File: src/rtl/csr_bank.sv
`default_nettype none
// ----------------------------------------------------------------------------
// csr_bank : RW / RO / W1C register bank with a single-outstanding bus port and a
// level interrupt. Optional set-only lock bit when CSR_BANK_LOCK_EN is defined.
// Revision : 1.0
// ----------------------------------------------------------------------------
module csr_bank #(
  parameter int unsigned                   DataWidth   = 16,
  parameter int unsigned                   RegCount    = 16,
  parameter logic [2*RegCount-1:0]         AccessMap   = '0,
  parameter logic [RegCount*DataWidth-1:0] ResetValues = '0,
  parameter int unsigned                   IrqStatIdx  = 9,
  parameter int unsigned                   IrqMaskIdx  = 8,
  parameter int unsigned                   LockIdx     = 15,
  localparam int unsigned                  AddrWidth   = (RegCount > 1) ? $clog2(RegCount) : 1
) (
  input  logic                          clk_i,
  input  logic                          rst_ni,
  input  logic                          req_valid_i,
  output logic                          req_ready_o,
  input  logic                          req_write_i,
  input  logic [AddrWidth-1:0]          req_addr_i,
  input  logic [DataWidth-1:0]          req_wdata_i,
  output logic                          rsp_valid_o,
  input  logic                          rsp_ready_i,
  output logic [DataWidth-1:0]          rsp_rdata_o,
  output logic                          rsp_err_o,
  input  logic [RegCount-1:0]           hw_we_i,
  input  logic [RegCount*DataWidth-1:0] hw_data_i,
  output logic [RegCount*DataWidth-1:0] reg_o,
  output logic                          irq_o
);

  localparam logic [1:0] c_ACC_RW  = 2'b00;
  localparam logic [1:0] c_ACC_RO  = 2'b01;
  localparam logic [1:0] c_ACC_W1C = 2'b10;
  localparam logic [1:0] c_ACC_RSV = 2'b11;

  logic [DataWidth-1:0] r_regs [RegCount];
  logic [DataWidth-1:0] w_next [RegCount];

  logic                 r_rsp_valid;
  logic                 r_rsp_err;
  logic [DataWidth-1:0] r_rsp_rdata;

  logic                 w_accept;
  logic                 w_wr_ok;
  logic                 w_err;
  logic                 w_lock_block;
  logic [1:0]           w_acc;
  logic [DataWidth-1:0] w_rd_data;

  assign req_ready_o = !r_rsp_valid | rsp_ready_i;
  assign w_accept    = req_valid_i & req_ready_o;

  // Addresses past RegCount fall through to the reserved access type.
  always_comb begin
    w_acc     = c_ACC_RSV;
    w_rd_data = '0;
    for (int i = 0; i < RegCount; i++) begin
      if (req_addr_i == AddrWidth'(i)) begin
        w_acc     = AccessMap[2*i +: 2];
        w_rd_data = r_regs[i];
      end
    end
  end

`ifdef CSR_BANK_LOCK_EN
  logic w_locked;
  assign w_locked     = r_regs[LockIdx][0];
  assign w_lock_block = w_locked & (req_addr_i != AddrWidth'(LockIdx));
`else
  assign w_lock_block = 1'b0;
`endif

  assign w_err   = (w_acc == c_ACC_RSV)
                 | (req_write_i & (w_acc == c_ACC_RO))
                 | (req_write_i & (w_acc == c_ACC_RW) & w_lock_block);
  assign w_wr_ok = w_accept & req_write_i & ~w_err;

  // W1C: clear is applied first so a same-cycle hardware set wins.
  always_comb begin
    for (int i = 0; i < RegCount; i++) begin
      w_next[i] = r_regs[i];
      case (AccessMap[2*i +: 2])
        c_ACC_RW: begin
          if (w_wr_ok && (req_addr_i == AddrWidth'(i))) begin
            w_next[i] = req_wdata_i;
`ifdef CSR_BANK_LOCK_EN
            if (i == int'(LockIdx)) w_next[i][0] = req_wdata_i[0] | r_regs[i][0];
`endif
          end
        end
        c_ACC_RO: begin
          if (hw_we_i[i]) w_next[i] = hw_data_i[i*DataWidth +: DataWidth];
        end
        c_ACC_W1C: begin
          if (w_wr_ok && (req_addr_i == AddrWidth'(i))) w_next[i] = w_next[i] & ~req_wdata_i;
          if (hw_we_i[i]) w_next[i] = w_next[i] | hw_data_i[i*DataWidth +: DataWidth];
        end
        default: ;
      endcase
    end
  end

  always_ff @(posedge clk_i or negedge rst_ni) begin
    if (!rst_ni) begin
      for (int i = 0; i < RegCount; i++) r_regs[i] <= ResetValues[i*DataWidth +: DataWidth];
    end else begin
      for (int i = 0; i < RegCount; i++) r_regs[i] <= w_next[i];
    end
  end

  always_ff @(posedge clk_i or negedge rst_ni) begin
    if (!rst_ni) begin
      r_rsp_valid <= 1'b0;
      r_rsp_err   <= 1'b0;
      r_rsp_rdata <= '0;
    end else if (w_accept) begin
      r_rsp_valid <= 1'b1;
      r_rsp_err   <= w_err;
      r_rsp_rdata <= (!req_write_i && !w_err) ? w_rd_data : '0;
    end else if (rsp_ready_i) begin
      r_rsp_valid <= 1'b0;
    end
  end

  assign rsp_valid_o = r_rsp_valid;
  assign rsp_err_o   = r_rsp_err;
  assign rsp_rdata_o = r_rsp_rdata;

  always_comb begin
    reg_o = '0;
    for (int i = 0; i < RegCount; i++) reg_o[i*DataWidth +: DataWidth] = r_regs[i];
  end

  assign irq_o = |(r_regs[IrqStatIdx] & r_regs[IrqMaskIdx]);

endmodule
`default_nettype wire

File: config.mk
export PLATFORM = sky130hd
export DESIGN_NAME = csr_bank
export DESIGN_NICKNAME = d
export VERILOG_FILES = /design/src/rtl/csr_bank.sv
export SDC_FILE = /design/constraint.sdc
export NUM_CORES = 1
export LEC_CHECK = 0
export ABC_AREA = 1
export BUFFER_PORTS_ARGS = -buffer_cell sky130_fd_sc_hd__buf_2
export CAP_MARGIN = 10
export CORE_AREA = 2 2 221 223
export CTS_CLUSTER_SIZE = 25
export DETAILED_ROUTE_END_ITERATION = 8
export DIE_AREA = 0 0 223 225
export GPL_TIMING_DRIVEN = 0
export PLACE_DENSITY_LB_ADDON = 0.08
export SYNTH_ARGS = -nofsm -noshare
export SYNTH_HDL_FRONTEND = slang
export SYNTH_SLANG_ARGS = --single-unit
File: constraint.sdc
create_clock -name clk_i -period 5.2 [get_ports clk_i]
set_input_delay 0.78 -clock clk_i [delete_from_list [all_inputs] [get_ports clk_i]]
set_output_delay 0.78 -clock clk_i [all_outputs]
set_load 0.005 [all_outputs]
==> flow_summary.ini <==
[outcome]
status = finished clean

[global_routing]
grt_antenna_before_repair = 2
groute.usage.overall_pct = 23.2
pin_count_of_the_biggest_net_entering_global_routing = 108
grt_first_pass_wirelength_um = 82000
grt_pass1_vias = 10800
grt.overflow.total = 0

[synthesis]
synth_seq_area_share_pct = 54.7
yosysUniqueCellTypes = 27
top_cells_by_area_synth = dfrtp_1, mux2_2, nand2_1, o21ai_0, inv_1
yosys_most_used_dff = dfrtp_1
ys_async_sr_fraction_pct = 100
ys_top_cells_by_count = nand2_1, dfrtp_1, mux2_2, inv_1, o21ai_0
synth.largest_area_cell = dfrtp_1
synth_cells = 1293
synth.avg_cell_area_um2 = 9.70
synth.cell_area_um2 = 12500
synthMostInstantiatedCell = nand2_1
yosysWarnings = 0
portion_of_synthesized_cell_area_occupied_by_the_leading_cell_type_pct = 54.7
synth_nets = 1590
ys_ff_latch = 274
synth_edf_count = 0

[clock_tree]
cts.hold.buffers_added = 0
tritoncts_clock_tree = built
cts.htree.levels = 2
ctsLongestPathBuffers = 3
cts_setup_buffers = 0
clkTransAtPathRegs_ps = 60
cts_inserted_buffers = 35
clock-sinks = 274
insertion_delay_ps = 550
cts.root.buffer_cell = clkbuf_16
post_cts_resized = 0

[critical_path]
timing.critical_path.arrival_ps = 3280
launching_point_of_the_worst_reg2reg_path = rsp_valid_o
critPathLaunchType = input port
classification_of_the_worst_setup_path = input port to register
worst-path-max-fanout = 7
setup.worst_path.end_class = register
worst-r2r-setup-slack_ps = 2730
required_ps = 5620
reg2reg_depth = 7
rr_endpoint = reg_o[6]

[detailed_routing]
first_pass_iteration_count_of_the_detailed_router = 5
wire_per_inst_um = 25.7
drt_wl_total_um = 58500
routed_via_count = 11000
drt_first_iter_violations = 938
postRouteAntennaNets = 0
vias_per_cell = 4.82
drt_drc_violations_left = 0

[die]
die-area_um2 = 50200
die_width_um = 223
floorplan.initialDensity_pct = 26.4
core-area_um2 = 47500
floorplan.rows = 80
ports = 573
floorplan_die_height_um = 225

[timing]
timing.max_slew.rel_slack_pct = 21.8
fin_crit_sh_pct = 55.0
final-hold-violation-count = 0
fmaxAchievable_mhz = 350
final_critical_path_setup_slack_ps = 2340
finalHoldWorstSlack_ps = 184
skew_ps = 23.3
timing_worst_slew_pin_value_ps = 1170
setup_viol_count_final = 0
timing.final.max_slew_violations = 0
grt_setup_unrepaired = false
layout_min_cycle_time_ps = 2860

[placement]
numPortBuffers = 300
post-dp-hpwl_um = 43600
dp_slack_ps = 1670
gp_congestion = 0.875

[cells_and_area]
fill_cell_count = 4981
area.growth.synth_to_final_pct = 27.8
finish.net_count = 1929
finish.utilization_pct = 33.7
final_layout_size_suffix_gt1_share_pct = 35.0

[power]
power-per-cell-area_nw_per_um2 = 423
vdd.ir_drop.worst_mv = 0.204
p_leak_nw = 8.02

[min_path]
min-delay-path-class = input port to async pin

[job]
cap_violations = 0
-- cell type report --
cell class | count | area, um^2 | share of cell area (%)
Buffer | 69 | 330 | 2.06
Clock buffer | 56 | 1120 | 6.97
Multi-Input combinational cell | 834 | 4920 | 30.7
Inverter | 116 | 435 | 2.72
Tap cell | 615 | 769 | 4.80
Sequential cell | 274 | 6860 | 42.8
Timing Repair Buffer | 302 | 1570 | 9.77
Clock inverter | 5 | 28.8 | 0.180
Antenna cell | 2 | 5.00 | 0.0312
-- flip-flops by register name, summed over array words and instances (netlist names) --
register,cells
reg_o,256
rsp_rdata_o,16
rsp_err_o,1
rsp_valid_o,1
-- through the flow --
| step | total power, W | instances | setup TNS [ps] | area [um^2] |
|---|---|---|---|---|
| global placement | 0.00434 | 2208 | -643670 | 14800 |
| global route | 0.00711 | 2271 | 0 | 16000 |
| finish | 0.00679 | 2273 | 0 | 16000 |
| CTS | 0.00686 | 2271 | 0 | 16000 |
| detailed placement | 0.00436 | 2210 | 0 | 14900 |
| floorplan | 0.00341 | 1293 | 0 | 12500 |
-- report_power, final --
part	total, W	internal (W)	switching, W	leakage [nW]
logic	0.00133	0.000585	0.000745	4.05
registers	0.00300	0.00256	0.000438	3.40
clock network	0.00246	0.00147	0.000995	0.570
total	0.00679	0.00461	0.00218	8.02
-- critical path, cell delays in order --
cell	delay [ps]
buf_2	170
inv_2	90
nand2_2	210
nor2_1	230
nand2_1	100
nand4_1	90
nor2_1	350
nand4_1	400
nor2_1	270
nand4_1	180
nand2_1	170
nand3_1	100
nand2_1	70
nand2_1	40
-- routing by layer --
layer / routed length (um) / global-route usage (%) / up-vias
li1: - / - / 4953
met2: 23900 / 32.7 / 455
met1: 28500 / 34.4 / 5484
met4: 1550 / 7.34 / 4
met5: 23 / 0 / -
met3: 4550 / 5.97 / 66
-- how the worst max path moves through the flow --
stage,from,to,slack (ps),cells after the start
detailed placement,req_addr_i[1],rsp_rdata_o[11],1670,14
finish,req_addr_i[1],rsp_rdata_o[11],2340,14
floorplan,rsp_ready_i,reg_o[10],2950,8
global route,req_addr_i[1],rsp_rdata_o[9],2030,14
CTS,req_addr_i[1],rsp_rdata_o[11],2240,14
global placement,rst_ni,reg_o[105],-2390,1
-- cells in the final DEF, fill, tap and decap left out, drive strengths merged --
| master | n |
|---|---|
| nand4 | 44 |
| nand2 | 313 |
| or2 | 1 |
| dfrtp | 274 |
| clkbuf | 93 |
| inv | 116 |
| mux2 | 166 |
| a21oi | 44 |
| buf | 334 |
| o21ai | 95 |
| o22ai | 5 |
| o2111ai | 1 |
| clkinv | 5 |
| nor3 | 7 |
| diode | 2 |
| nor2 | 99 |
| nor4 | 1 |
| nand3 | 58 |
-- kinds of logic (layout without fill, tap and decap cells) --
family	count (synthesis)	count (layout)	share of synthesized area, %
flops	274	274	54.7
buf+inv	185	548	6.11
other cells	0	2	0
mux	166	166	14.9
compound gates	145	145	5.87
simple gates	523	523	18.4
Note: power is estimated with default switching activity, not from simulation.
